**src/rtl/priority_encoder_pkg.sv**
```systemverilog
// Shared types and helpers for the priority encoder: FSM states, default
// request count and the code-width calculation.
package priority_encoder_pkg;

  localparam int N_REQ_DEFAULT = 8;

  typedef enum logic [0:0] {
    ST_IDLE = 1'b0,
    ST_HOLD = 1'b1
  } state_e;

  function automatic int clog2(input int n);
    int w;
    w = 0;
    while ((1 << w) < n) begin
      w++;
    end
    return w;
  endfunction

endpackage

```
**src/rtl/priority_encoder_if.sv**
```systemverilog
// Request/grant bundle between a request source (master) and the encoder (slave).
interface priority_encoder_if #(
  parameter int N_REQ  = priority_encoder_pkg::N_REQ_DEFAULT,
  parameter int CODE_W = priority_encoder_pkg::clog2(N_REQ)
);

  logic [N_REQ-1:0]  req;
  logic              ack;
  logic [CODE_W-1:0] code;
  logic [N_REQ-1:0]  onehot;
  logic              valid;
  logic [N_REQ-1:0]  pending;
  logic              overrun;

  modport master (
    output req,
    output ack,
    input  code,
    input  onehot,
    input  valid,
    input  pending,
    input  overrun
  );

  modport slave (
    input  req,
    input  ack,
    output code,
    output onehot,
    output valid,
    output pending,
    output overrun
  );

endinterface

```
**src/rtl/priority_encoder_find_first.sv**
```systemverilog
// Combinational first-set-bit finder; MSB_FIRST selects which end of the
// vector has priority.
module pe_find_first #(
  parameter int N_REQ     = priority_encoder_pkg::N_REQ_DEFAULT,
  parameter int CODE_W    = priority_encoder_pkg::clog2(N_REQ),
  parameter int MSB_FIRST = 1
) (
  input  logic [N_REQ-1:0]  vec,
  output logic [CODE_W-1:0] idx,
  output logic              any
);

  // Scan toward the winning end so the last hit seen is the one that wins.
  always_comb begin
    idx = '0;
    any = 1'b0;
    if (MSB_FIRST != 0) begin
      for (int i = 0; i < N_REQ; i++) begin
        if (vec[i]) begin
          idx = i[CODE_W-1:0];
          any = 1'b1;
        end
      end
    end else begin
      for (int i = N_REQ - 1; i >= 0; i--) begin
        if (vec[i]) begin
          idx = i[CODE_W-1:0];
          any = 1'b1;
        end
      end
    end
  end

endmodule

```
**src/rtl/priority_encoder.sv**
```systemverilog
// Captures rising edges on request lines as pending bits and hands them out
// one at a time, highest priority first, over a valid/ack handshake.
module priority_encoder
  import priority_encoder_pkg::*;
#(
  parameter int N_REQ     = N_REQ_DEFAULT,
  parameter int CODE_W    = clog2(N_REQ),
  parameter int MSB_FIRST = 1
) (
  input  logic               clk,
  input  logic               rst_n,
  priority_encoder_if.slave  bus
);

  logic [N_REQ-1:0]  req_q, req_d;
  logic [N_REQ-1:0]  pending_q, pending_d;
  logic [CODE_W-1:0] code_q, code_d;
  logic [N_REQ-1:0]  onehot_q, onehot_d;
  logic              valid_q, valid_d;
  logic              overrun_q, overrun_d;
  state_e            state_q, state_d;

  logic [N_REQ-1:0]  rise;
  logic [N_REQ-1:0]  clr;
  logic [N_REQ-1:0]  grant_onehot;
  logic [CODE_W-1:0] find_idx;
  logic              find_any;
  logic              load;

  // Priority is taken from registered pending only, so a rise this cycle
  // cannot be granted before the next one.
  pe_find_first #(
    .N_REQ     (N_REQ),
    .CODE_W    (CODE_W),
    .MSB_FIRST (MSB_FIRST)
  ) u_find (
    .vec (pending_q),
    .idx (find_idx),
    .any (find_any)
  );

  always_comb begin
    grant_onehot = '0;
    grant_onehot[find_idx] = 1'b1;
  end

  always_comb begin
    state_d  = state_q;
    code_d   = code_q;
    onehot_d = onehot_q;
    valid_d  = valid_q;
    load     = 1'b0;

    unique case (state_q)
      ST_IDLE: begin
        if (find_any) begin
          load = 1'b1;
        end
      end
      ST_HOLD: begin
        if (bus.ack) begin
          if (find_any) begin
            load = 1'b1;
          end else begin
            state_d  = ST_IDLE;
            valid_d  = 1'b0;
            code_d   = '0;
            onehot_d = '0;
          end
        end
      end
      default: begin
        state_d = ST_IDLE;
      end
    endcase

    if (load) begin
      state_d  = ST_HOLD;
      valid_d  = 1'b1;
      code_d   = find_idx;
      onehot_d = grant_onehot;
    end
  end

  // A new rise on a bit being granted this cycle re-arms it rather than being lost.
  always_comb begin
    req_d     = bus.req;
    rise      = bus.req & ~req_q;
    clr       = load ? grant_onehot : '0;
    pending_d = (pending_q & ~clr) | rise;
    overrun_d = |(rise & pending_q & ~clr);
  end

  always_ff @(posedge clk) begin
    if (!rst_n) begin
      req_q     <= '0;
      pending_q <= '0;
      code_q    <= '0;
      onehot_q  <= '0;
      valid_q   <= 1'b0;
      overrun_q <= 1'b0;
      state_q   <= ST_IDLE;
    end else begin
      req_q     <= req_d;
      pending_q <= pending_d;
      code_q    <= code_d;
      onehot_q  <= onehot_d;
      valid_q   <= valid_d;
      overrun_q <= overrun_d;
      state_q   <= state_d;
    end
  end

  assign bus.code    = code_q;
  assign bus.onehot  = onehot_q;
  assign bus.valid   = valid_q;
  assign bus.pending = pending_q;
  assign bus.overrun = overrun_q;

endmodule

```
**src/flat_wrapper.sv**
```systemverilog
// flat-port wrapper written by rule: the top's interface ports become plain ports
module priority_encoder_flat import priority_encoder_pkg::*;
#(
  parameter int N_REQ     = N_REQ_DEFAULT,
  parameter int CODE_W    = clog2(N_REQ),
  parameter int MSB_FIRST = 1
)
  (clk, rst_n, bus_req, bus_ack, bus_code, bus_onehot, bus_valid, bus_pending, bus_overrun);
  priority_encoder_if #(.N_REQ(N_REQ), .CODE_W(CODE_W)) bus_i ();
  input  logic clk;
  input  logic rst_n;
  input wire logic [$bits(bus_i.req)-1:0] bus_req;
  input wire logic [$bits(bus_i.ack)-1:0] bus_ack;
  output wire logic [$bits(bus_i.code)-1:0] bus_code;
  output wire logic [$bits(bus_i.onehot)-1:0] bus_onehot;
  output wire logic [$bits(bus_i.valid)-1:0] bus_valid;
  output wire logic [$bits(bus_i.pending)-1:0] bus_pending;
  output wire logic [$bits(bus_i.overrun)-1:0] bus_overrun;
  assign bus_i.req = bus_req;
  assign bus_i.ack = bus_ack;
  assign bus_code = bus_i.code;
  assign bus_onehot = bus_i.onehot;
  assign bus_valid = bus_i.valid;
  assign bus_pending = bus_i.pending;
  assign bus_overrun = bus_i.overrun;
  priority_encoder #(.N_REQ(N_REQ), .CODE_W(CODE_W), .MSB_FIRST(MSB_FIRST)) u_core (.clk(clk), .rst_n(rst_n), .bus(bus_i));
endmodule
```
**config.mk**
```make
export PLATFORM = sky130hd
export DESIGN_NAME = priority_encoder_flat
export DESIGN_NICKNAME = d
export VERILOG_FILES = /design/src/rtl/priority_encoder_pkg.sv /design/src/rtl/priority_encoder_if.sv /design/src/rtl/priority_encoder_find_first.sv /design/src/rtl/priority_encoder.sv /design/src/flat_wrapper.sv
export SDC_FILE = /design/constraint.sdc
export NUM_CORES = 1
export LEC_CHECK = 0
export CAP_MARGIN = 15
export CORE_MARGIN = 1
export CORE_UTILIZATION = 50
export DETAILED_ROUTE_END_ITERATION = 6
export PLACE_DENSITY = 0.82
export SETUP_SLACK_MARGIN = 0.4
export SYNTH_ARGS = -nofsm -noshare
export SYNTH_HDL_FRONTEND = slang
export SYNTH_HIERARCHICAL = 1
export SYNTH_SLANG_ARGS = --single-unit
```
**constraint.sdc**
```tcl
create_clock -name clk -period 4.1 [get_ports clk]
set_input_delay 0.82 -clock clk [delete_from_list [all_inputs] [get_ports clk]]
set_output_delay 0.82 -clock clk [all_outputs]
set_load 0.01 [all_outputs]
```
* After elaboration in Yosys (flattened, before gate mapping)
Index checks and enable logic that the tools add are counted.
** Storage, ports and cells
- Register bits :: 30
- Input port bits :: 11
** Operators by class
- Magnitude comparators :: 2
- Eq/ne operators :: 1
- Multiplexer cells :: 36
- Bitwise operators :: 8
- Reduce and logical (&&, ||, !) cells :: 5
** Operators by type and width (count)
- 2-to-1 mux 8 bit :: 5
- AND 8 bit :: 4
- 2-to-1 mux 3 bit :: 10
- 2-to-1 mux 1 bit :: 19
- inverter 8 bit :: 2
- OR 8 bit :: 1
- OR reduction 8 bit :: 1
- less-than comparator 3 x 4 -> 1 bit, second input constant :: 1
- nonzero test 2 bit :: 2
- demux 1 bit (select 3 bit) :: 1
- greater-or-equal comparator 3 x 1 -> 1 bit, second input constant :: 1
- AND reduction 3 bit :: 1
- inequality test 2 bit, second input constant :: 1
- one-hot mux 1 bit (2 select lines) :: 1
- logical AND 1 bit :: 1
- inverter 1 bit :: 1

* Depth between registers and ports, before layout
- Depth after elaboration :: 15
- Gate-level depth with buffers :: 8

* Hierarchy
Netlist, hierarchy kept.
** Modules (own cells, without submodules)
- priority_encoder :: times used 1, cells each 124, area each 1134.8 µm², sequential area each 600.6 µm²
- pe_find_first :: times used 1, cells each 12, area each 57.6 µm², sequential area each 0.0 µm²

* Worst setup path after synthesis
No wires, ideal clock.
- Path type :: reg2reg
- Start :: register u_core.pending_q[1] (netlist: u_core/bus.pending[1])
- End :: register u_core.overrun_q (netlist: u_core/bus.overrun)
- Library setup time :: 0.081 ns
- Arrival time :: 1.682 ns
- Slack :: 2.337 ns
- Stages on the path, launching flop included :: 8
- Path buffers :: 1
- Period minus slack after synthesis :: 1.763 ns
- Cells stage by stage :: dfxtp_1 -> a21oi_1 -> o31ai_1 -> nor2b_2 -> buf_6 -> a311oi_1 -> a31oi_1 -> a41oi_1
** Between the ends
- Longest elaborated chain between the ends :: 15
- Elaborated cells on any way between the ends :: 27
** Ends and longest elaborated chain
- start, declared :: line priority_encoder.sv:16 : logic [N_REQ-1:0] pending_q, pending_d;
- start signal, assigned :: line priority_encoder.sv:105 : pending_q <= pending_d;
- 2-to-1 mux 1 bit * :: line priority_encoder_find_first.sv:19 : if (vec[i]) begin
- 2-to-1 mux 3 bit * (6 in series) :: line priority_encoder_find_first.sv:19
- net u_core.find_idx[0] :: line priority_encoder.sv:26 : logic [CODE_W-1:0] find_idx;
- less-than comparator 3 x 4 -> 1 bit (not written as such) / greater-or-equal comparator 3 x 1 -> 1 bit (equally long branches) :: line priority_encoder.sv:44 : grant_onehot[find_idx] = 1'b1;
- logical AND 1 bit (not written as such) :: line priority_encoder.sv:44
- 2-to-1 mux 1 bit (not written as such) :: line priority_encoder.sv:44
- demux 1 bit (select 3 bit) *
- 2-to-1 mux 8 bit * :: line priority_encoder.sv:89 : clr = load ? grant_onehot : '0;
- inverter 8 bit * :: line priority_encoder.sv:91 : overrun_d = |(rise & pending_q & ~clr);
- AND 8 bit * :: line priority_encoder.sv:91
- OR reduction 8 bit * :: line priority_encoder.sv:91
- end signal, assigned :: line priority_encoder.sv:109 : overrun_q <= overrun_d;
- end, declared :: line priority_encoder.sv:20 : logic overrun_q, overrun_d;
Mark *: on every way through the listed nets, which the timed path passes. The rest lies on a longest branch.
A chain may end at the register's enable or synchronous reset.

* Worst setup path in the final report
- Start :: input bus_ack
- End :: register u_core.code_q[2] (netlist: u_core/bus.code[2])
** Between the ends
- Longest elaborated chain between the ends :: 4
- Elaborated cells on any way between the ends :: 7
** Ends and longest elaborated chain
- start, declared :: line flat_wrapper.sv:13 : input wire logic [$bits(bus_i.ack)-1:0] bus_ack;
- 2-to-1 mux 1 bit :: line priority_encoder.sv:61 : if (bus.ack) begin
- one-hot mux 1 bit (2 select lines) :: line priority_encoder.sv:54 : unique case (state_q)
- inequality test 2 bit (no source line) / nonzero test 2 bit (equally long branches)
- AND reduction 3 bit (no source line)
- end signal, assigned :: line priority_encoder.sv:106 : code_q <= code_d;
- end, declared :: line priority_encoder.sv:17 : logic [CODE_W-1:0] code_q, code_d;
Parallel ways exist; a longest one is shown, timed or not.

==> reports/results.md <==
| Parameter | Value |
|:---|:---|
| Fin cells | 194 |
| Area grow syn2layout | 29.0% |
| CTS max path bufs | 2 |
| Y dimension of the die | 50.8 µm |
| Post-route clock period utilization | 0.620 |
| Critical path peak fanout | 18 |
| Reg2Reg Setup Slack | 1.73 ns |
| Total of buffers placed on input and output ports | 31 |
| PnR Total Power | 630 µW |
| Switching power of the nets | 172 µW |
| Flop pwr share | 0.525 |
| R2r endpoint | u_core/bus.onehot[1]$_SDFFE_PN0P_ |
| Post-synthesis compound-gate area fraction | 0.188 |
| Number of hold-repair buffers added at the cts stage | 0 |
| Pre-antenna DRT Iters | 4 |
| Inserted Clock Buffers | 5 |
| TritonCTS clock tree | built |
| Netlist cell types | 22 |
| Syn Nets | 147 |
| Class of the most critical hold timing path | register to register |
| Remaining routing DRC violations | 0 |
| Launching element type of the critical path | input pin |
| Power per standard cell area | 409 nW/µm² |
| Global route overflow | 0 |
| Critical path origin | bus_ack |
| Wire length reported by the detailed router | 2420 µm |
| Storage element area | 601 µm² |
| Worst setup endpoint | u_core/bus.code[2]$_SDFFE_PN0P_ |
| Reported max-cap violation count | 0 |
| Via count of the first global-routing pass | 898 |
| Number of vias per cell after detailed routing | 5.58 |
| Result of the run | completed |
| Die width | 50.8 µm |
| Cell Count Post-Placement | 188 |
| Count of final max-slew check failures | 0 |
| Number of buffers inserted by post-CTS setup repair | 0 |
| Die area | 2580 µm² |
| Slack of the critical path | 1.56 ns |
| Area of the multi-input gates | 510 µm² |
| Clock group share of total power | 0.260 |
| Cell internal power dissipation | 458 µW |
| Critical Path AT | 2.74 ns |
| Worst Reg-to-Reg Cells | 5 |
| Number of DRC violations after detailed-routing iteration 0 | 42 |
| Worst Path Class, Setup | input pin to register |
| Number of placement rows | 17 |
| Initial antenna violation count | 0 |
| Maximum frequency from static timing analysis | 393 MHz |
| Post-layout minimum cycle time | 2.54 ns |
| Maximum number of pins on one net before global-route repair | 23 |
| Count of synthesis-stage warnings from yosys | 6 |
| Flop and latch count out of synthesis | 30 |
| Maximum clock skew at final layout | 0.00401 ns |
| Post-DR wirelength/cell | 12.5 µm |
| Fraction of the yosys area taken by sequential cells | 0.504 |
| GRT Util Overall | 0.211 |
| Wire length of the first global-routing pass | 3890 µm |
| Synth Instances | 136 |
| Final-layout fill cell count | 197 |
| Depth of the CTS H-tree | 2 |
| Slew @ Worst Pin | 1.12 ns |
| Relative slew slack | 0.246 |
| Worst skew pair latency | 0.32 ns |
| Unrepaired setup endpoints after global routing | false |
| Combinational family with the most area after synthesis | simple AND/OR/NAND/NOR gates |
| Final worst hold slack | 0.457 ns |
| Register clock-pin slew on the reported worst setup and hold paths | 0.08 ns |
| Syn Std Cell Area | 1190 µm² |
| Hold Crit Start | u_core/bus.onehot[4]$_SDFFE_PN0P_ |
| Starting density of the core | 0.534 |
| Peak supply drop | 0.000334 V |
| Post-route core utilization | 0.689 |
| Number of failing setup endpoints in the final timing report | 0 |
| Number of nets in the layout | 178 |
| Number of ports placed on the die boundary | 32 |
| Average cell area after synthesis | 8.77 µm² |
| Switching portion of total power | 0.273 |
| Number of nets still failing antenna checks after routing | 0 |
| Parity-gate share of the synthesized area counting xor and xnor cells | 0 |
| Worst setup EP type | register |
| Count of cells resized by post-cts repair | 0 |
| Hold violation count in the final report | 0 |
| Final instance area | 1540 µm² |
| Diodes inserted | 0 |
| Clock sink count | 30 |
| Pleak | 0.574 nW |
| Standard cell core area | 2230 µm² |
| Multiplexer share of the synthesized area | 0 |
| Post-Synth Adder-Cell Area | 0 |
| CTS Root Cell | clkbuf_4 |
| Instance area at placement | 1490 µm² |
| Share of total power in combinational logic | 0.215 |
| Setup total negative slack | 0 ns |
| Required time of the critical path | 4.29 ns |
| Fraction of the mapped netlist area in simple logic gates | 0.240 |
| Pre-CTS setup slack | 1.24 ns |
| Vias | 1083 |
| Layout cell share with drive strength beyond 1 | 0.0482 |
| Startpoint of the lowest-slack register-to-register path | u_core/bus.pending[6]$_SDFF_PN0_ |
| HPWL after detailed placement | 1810 µm |
| Placer Congestion | 0.821 |
worst max-delay path, stage by stage:
cell and delay, ns:
clkdlybuf4s50_1 0.48, nand2b_1 0.47, o21ai_0 0.56, a32oi_1 0.33, nor2_1 0.06
layout by cell type (no fill, tap or decap), drive strengths merged:
| cell | instances |
|---|---|
| o21ai | 1 |
| nand2b | 5 |
| nand2 | 13 |
| and2 | 9 |
| a31oi | 4 |
| o31ai | 2 |
| clkbuf | 6 |
| a21oi | 20 |
| dfxtp | 30 |
| nand4 | 5 |
| nor2 | 12 |
| a32oi | 3 |
| clkinv | 1 |
| clkdlybuf4s50 | 31 |
| a311oi | 5 |
| nor2b | 7 |
| a41oi | 1 |
| nand3 | 4 |
| inv | 7 |
how the worst min path moves through the flow:
stage                     cells after the start                                end
final                                         2  u_core/bus.onehot[4]$_SDFFE_PN0P_
after floorplan                               1      u_core/bus.valid$_SDFFE_PN0P_
after detailed placement                      2  u_core/bus.onehot[4]$_SDFFE_PN0P_
after global placement                        2  u_core/bus.onehot[5]$_SDFFE_PN0P_
after CTS                                     2  u_core/bus.onehot[4]$_SDFFE_PN0P_
after global routing                          2  u_core/bus.onehot[4]$_SDFFE_PN0P_
registers in the layout (all words and copies together), names as in the netlist:
| signal | cells |
|---|---|
| u_core/bus.code | 3 |
| u_core/bus.onehot | 8 |
| u_core/bus.valid | 1 |
| u_core/bus.pending | 8 |
| u_core/state_q | 1 |
| u_core/req_q | 8 |
| u_core/bus.overrun | 1 |
cells by family after synthesis:
family	after synthesis
AND/OR/NAND/NOR	55
AO/OA/AOI/OAI	36
flip-flops	30
buffers and inverters	15
per-layer routing:
metal  track usage  wire [µm]  vias to the layer above
met3        0.0893        202                        6
met1         0.271       1080                      489
met4         0.102         37                        0
met5             0          0                        -
li1              -          -                      535
met2         0.304       1100                       53
power by group through the flow:
stage	registers [mW]	clock network, mW	logic [mW]
2_1_floorplan	0.343	0	0.0736
3_3_place_gp	0.337	0	0.132
3_5_place_dp	0.337	0	0.133
4_1_cts	0.331	0.168	0.134
5_1_grt	0.334	0.184	0.147
6_report	0.331	0.164	0.135
synth_stat cells:
cell type	n	area [µm²]
clkbuf_1	2	7.51
a311oi_1	5	43.8
a41oi_1	1	8.76
a21oi_1	20	100
nand2b_1	4	25.0
a31oi_1	4	25.0
nand4_1	5	31.3
nand3_1	4	20.0
nor2_1	12	45.0
nand2b_4	1	13.8
nor2b_1	6	37.5
buf_6	3	33.8
buf_2	2	10.0
clkinv_1	1	3.75
nand2_1	13	48.8
and2_1	9	56.3
inv_1	7	26.3
o21ai_0	1	5.00
dfxtp_1	30	601
o31ai_1	2	15.0
a32oi_1	3	26.3
nor2b_2	1	8.76
cell type report:
cell class / instances / share of cell area
Timing Repair Buffer: 31 / 0.202
Clock buffer: 6 / 0.0334
Tap cell: 28 / 0.0228
Multi-Input combinational cell: 91 / 0.332
Inverter: 8 / 0.0195
Sequential cell: 30 / 0.391
Note: power is estimated with default switching activity, not from simulation.
==> RTL edit (config.mk and constraints unchanged) <==
`MSB_FIRST` is set to 1 in 3 places; all go to 0.
--- a/src/rtl/priority_encoder_find_first.sv
+++ b/src/rtl/priority_encoder_find_first.sv
@@ -4,5 +4,5 @@
   parameter int N_REQ     = priority_encoder_pkg::N_REQ_DEFAULT,
   parameter int CODE_W    = priority_encoder_pkg::clog2(N_REQ),
-  parameter int MSB_FIRST = 1
+  parameter int MSB_FIRST = 0
 ) (
   input  logic [N_REQ-1:0]  vec,
--- a/src/rtl/priority_encoder.sv
+++ b/src/rtl/priority_encoder.sv
@@ -6,5 +6,5 @@
   parameter int N_REQ     = N_REQ_DEFAULT,
   parameter int CODE_W    = clog2(N_REQ),
-  parameter int MSB_FIRST = 1
+  parameter int MSB_FIRST = 0
 ) (
   input  logic               clk,
--- a/src/flat_wrapper.sv
+++ b/src/flat_wrapper.sv
@@ -4,5 +4,5 @@
   parameter int N_REQ     = N_REQ_DEFAULT,
   parameter int CODE_W    = clog2(N_REQ),
-  parameter int MSB_FIRST = 1
+  parameter int MSB_FIRST = 0
 )
   (clk, rst_n, bus_req, bus_ack, bus_code, bus_onehot, bus_valid, bus_pending, bus_overrun);
Behaviour: not the same (Yosys sat finds a counterexample within 4 cycles, from zero or initial values and one cycle with rst_n low).
==> RTL edit against the original RTL <==
  * Sequential power about the same
  * Total power decreased by 1.3%
  * Synthesized area increased by 1.9%
  * Setup slack got worse by 0.0048 ns
  * Clock skew increased by 0.0013 ns
  * Routed wire length increased by 8.4%
  * Sequential cell count unchanged
  * Design area increased by 1.1%
  * Synthesized cell count increased by 0.74%
  * Critical path type unchanged
  * Highest routed layer unchanged
==> RTL edit: results (changes against the original RTL) <==
status:
  status: "complete, no violations"
timing:
  fin_setup_tns_ns: 0  # unchanged
  fin_skew_ns: 0.00530  # +0.00129 ns
  slew_headroom: 0.283  # +0.0366
global_route:
  grt_pass1_vias: 1016  # +13%
  grt_pass1_wl_um: 4370  # +12%
  antenna_found_initial: 0  # unchanged
  grt.total_usage: 0.228  # +0.0170
setup_path:
  crit_slowest_cell: "o21ai_0"
  cp_data_arrival_time_ns: 2.72  # -0.02 ns
  crit_family: "compound AO/OA/AOI/OAI gates"
  cpPeakStageDelay_ns: 0.55
yosys:
  synth_area_leaders: "dfxtp_1 49%, a21oi_1 7.8%, and2_1 4.6%"
  ys_seq_area_frac: 0.494  # -0.00934
  synth_mux_area_frac: 0  # unchanged
  synth_commonest_cells: "30 x dfxtp_1, 19 x a21oi_1, 13 x nand2_1, 10 x nor2_1, 9 x and2_1"
  synth_compound_area_frac: 0.192  # +0.00373
  ys_types: 25  # +14%
  synthAdderAreaFrac: 0  # unchanged
  syn-num-nets: 148  # +0.68%
cts:
  path_clk_slew_ns: 0.09
  clockRootBuffer: "clkbuf_4"
  cts.htree.levels: 2  # unchanged
  cts_resized: 0  # unchanged
  hold_buffers: 0  # unchanged
  cts_inserted_buffers: 5  # unchanged
  worstSkewPairLatency_ns: 0.31
detailed_routing:
  wl_um: 2620  # +8.4%
  vias_per_cell: 5.74  # +2.8%
  drtIter0Drc: 38  # -9.5%
  drt_first_pass_iters: 4  # unchanged
min_path:
  hp-class: "reg -> reg"
  hold_depth: 2  # unchanged
cells_and_area:
  num-fill-cells: 200  # +1.5%
  diodes: 0  # unchanged
  fin_nets: 179  # +0.56%
  drive_above_1_share: 0.0476  # -0.000574
placed_design:
  placed_cell_area_um2: 1510  # +1.5%
  dp_hpwl_um: 1960  # +8.4%
  place_congestion: 0.845  # +2.8%
power:
  p_int_uw: 445  # -2.7%
  p_leak_uw: 0.000572  # -0.31%
  ir_worst_vdd_uv: 325  # -2.6%
==> RTL edit: cell count changes after synthesis, sizes merged, moves of 2 or more <==
cell	delta
nor2	-2
nor4	+2
nor2b	+2
o31ai	-2
==> RTL edit: stage by stage <==
| stage | setup WS (ns) | hold WS, ns | util | instances |
|---|---|---|---|---|
| 5_1_grt | 1.38 | 0.486 | 0.689 | 196 |
| 6_report | 1.55 | 0.461 | 0.689 | 196 |
| 2_1_floorplan | 2.16 | 0.448 | - | 137 |
| 3_3_place_gp | 1.38 | 0.444 | 0.669 | 189 |
| 4_1_cts | 1.61 | 0.465 | 0.689 | 196 |
| 3_5_place_dp | 1.26 | 0.453 | 0.669 | 189 |
==> RTL edit: logic make-up (layout without fill, tap and decap cells) <==
kind of cell           after synthesis  in the layout
DFF                                 30             30
buffers and inverters               14             45
and+or+nand+nor                     56             56
AOI/OAI and AO/OA                   37             37
==> RTL edit: cell type report <==
type / instances / area share
multi-input cells: 93 / 0.345
inverters: 7 / 0.0169
clock buffers: 7 / 0.0290
flip-flops and latches: 30 / 0.386
well taps: 28 / 0.0225
repair buffers: 31 / 0.200
==> RTL edit: worst paths after layout <==
path                           to  slack, ns                  start
min          u_core/bus.onehot[5]       0.46   u_core/bus.onehot[5]
max reg2reg    u_core/bus.overrun       1.64  u_core/bus.pending[2]
min reg2reg  u_core/bus.onehot[5]       0.46   u_core/bus.onehot[5]
max            u_core/bus.code[1]       1.55                bus_ack
==> RTL edit: layer usage <==
layer,vias to the layer above,wire length [um],GRT usage
li1,543,-,-
met1,527,1100,0.269
met2,49,1250,0.366
met3,6,210,0.0744
met4,0,60,0.122
met5,-,0,0
==> RTL edit: power groups by stage <==
stage,registers [uW],clock network (uW),logic [uW]
after global placement,338,0,131
after detailed placement,339,0,135
after global routing,336,171,149
after floorplan,344,0,75.7
final,332,152,137
after CTS,332,158,136
==> RTL edit: worst min-delay path: cells and delay by family (launching register included) <==
family / cells / cell delay (ns)
flops: 1 / 0.32
simple gates: 1 / 0.05
compound gates: 1 / 0.05
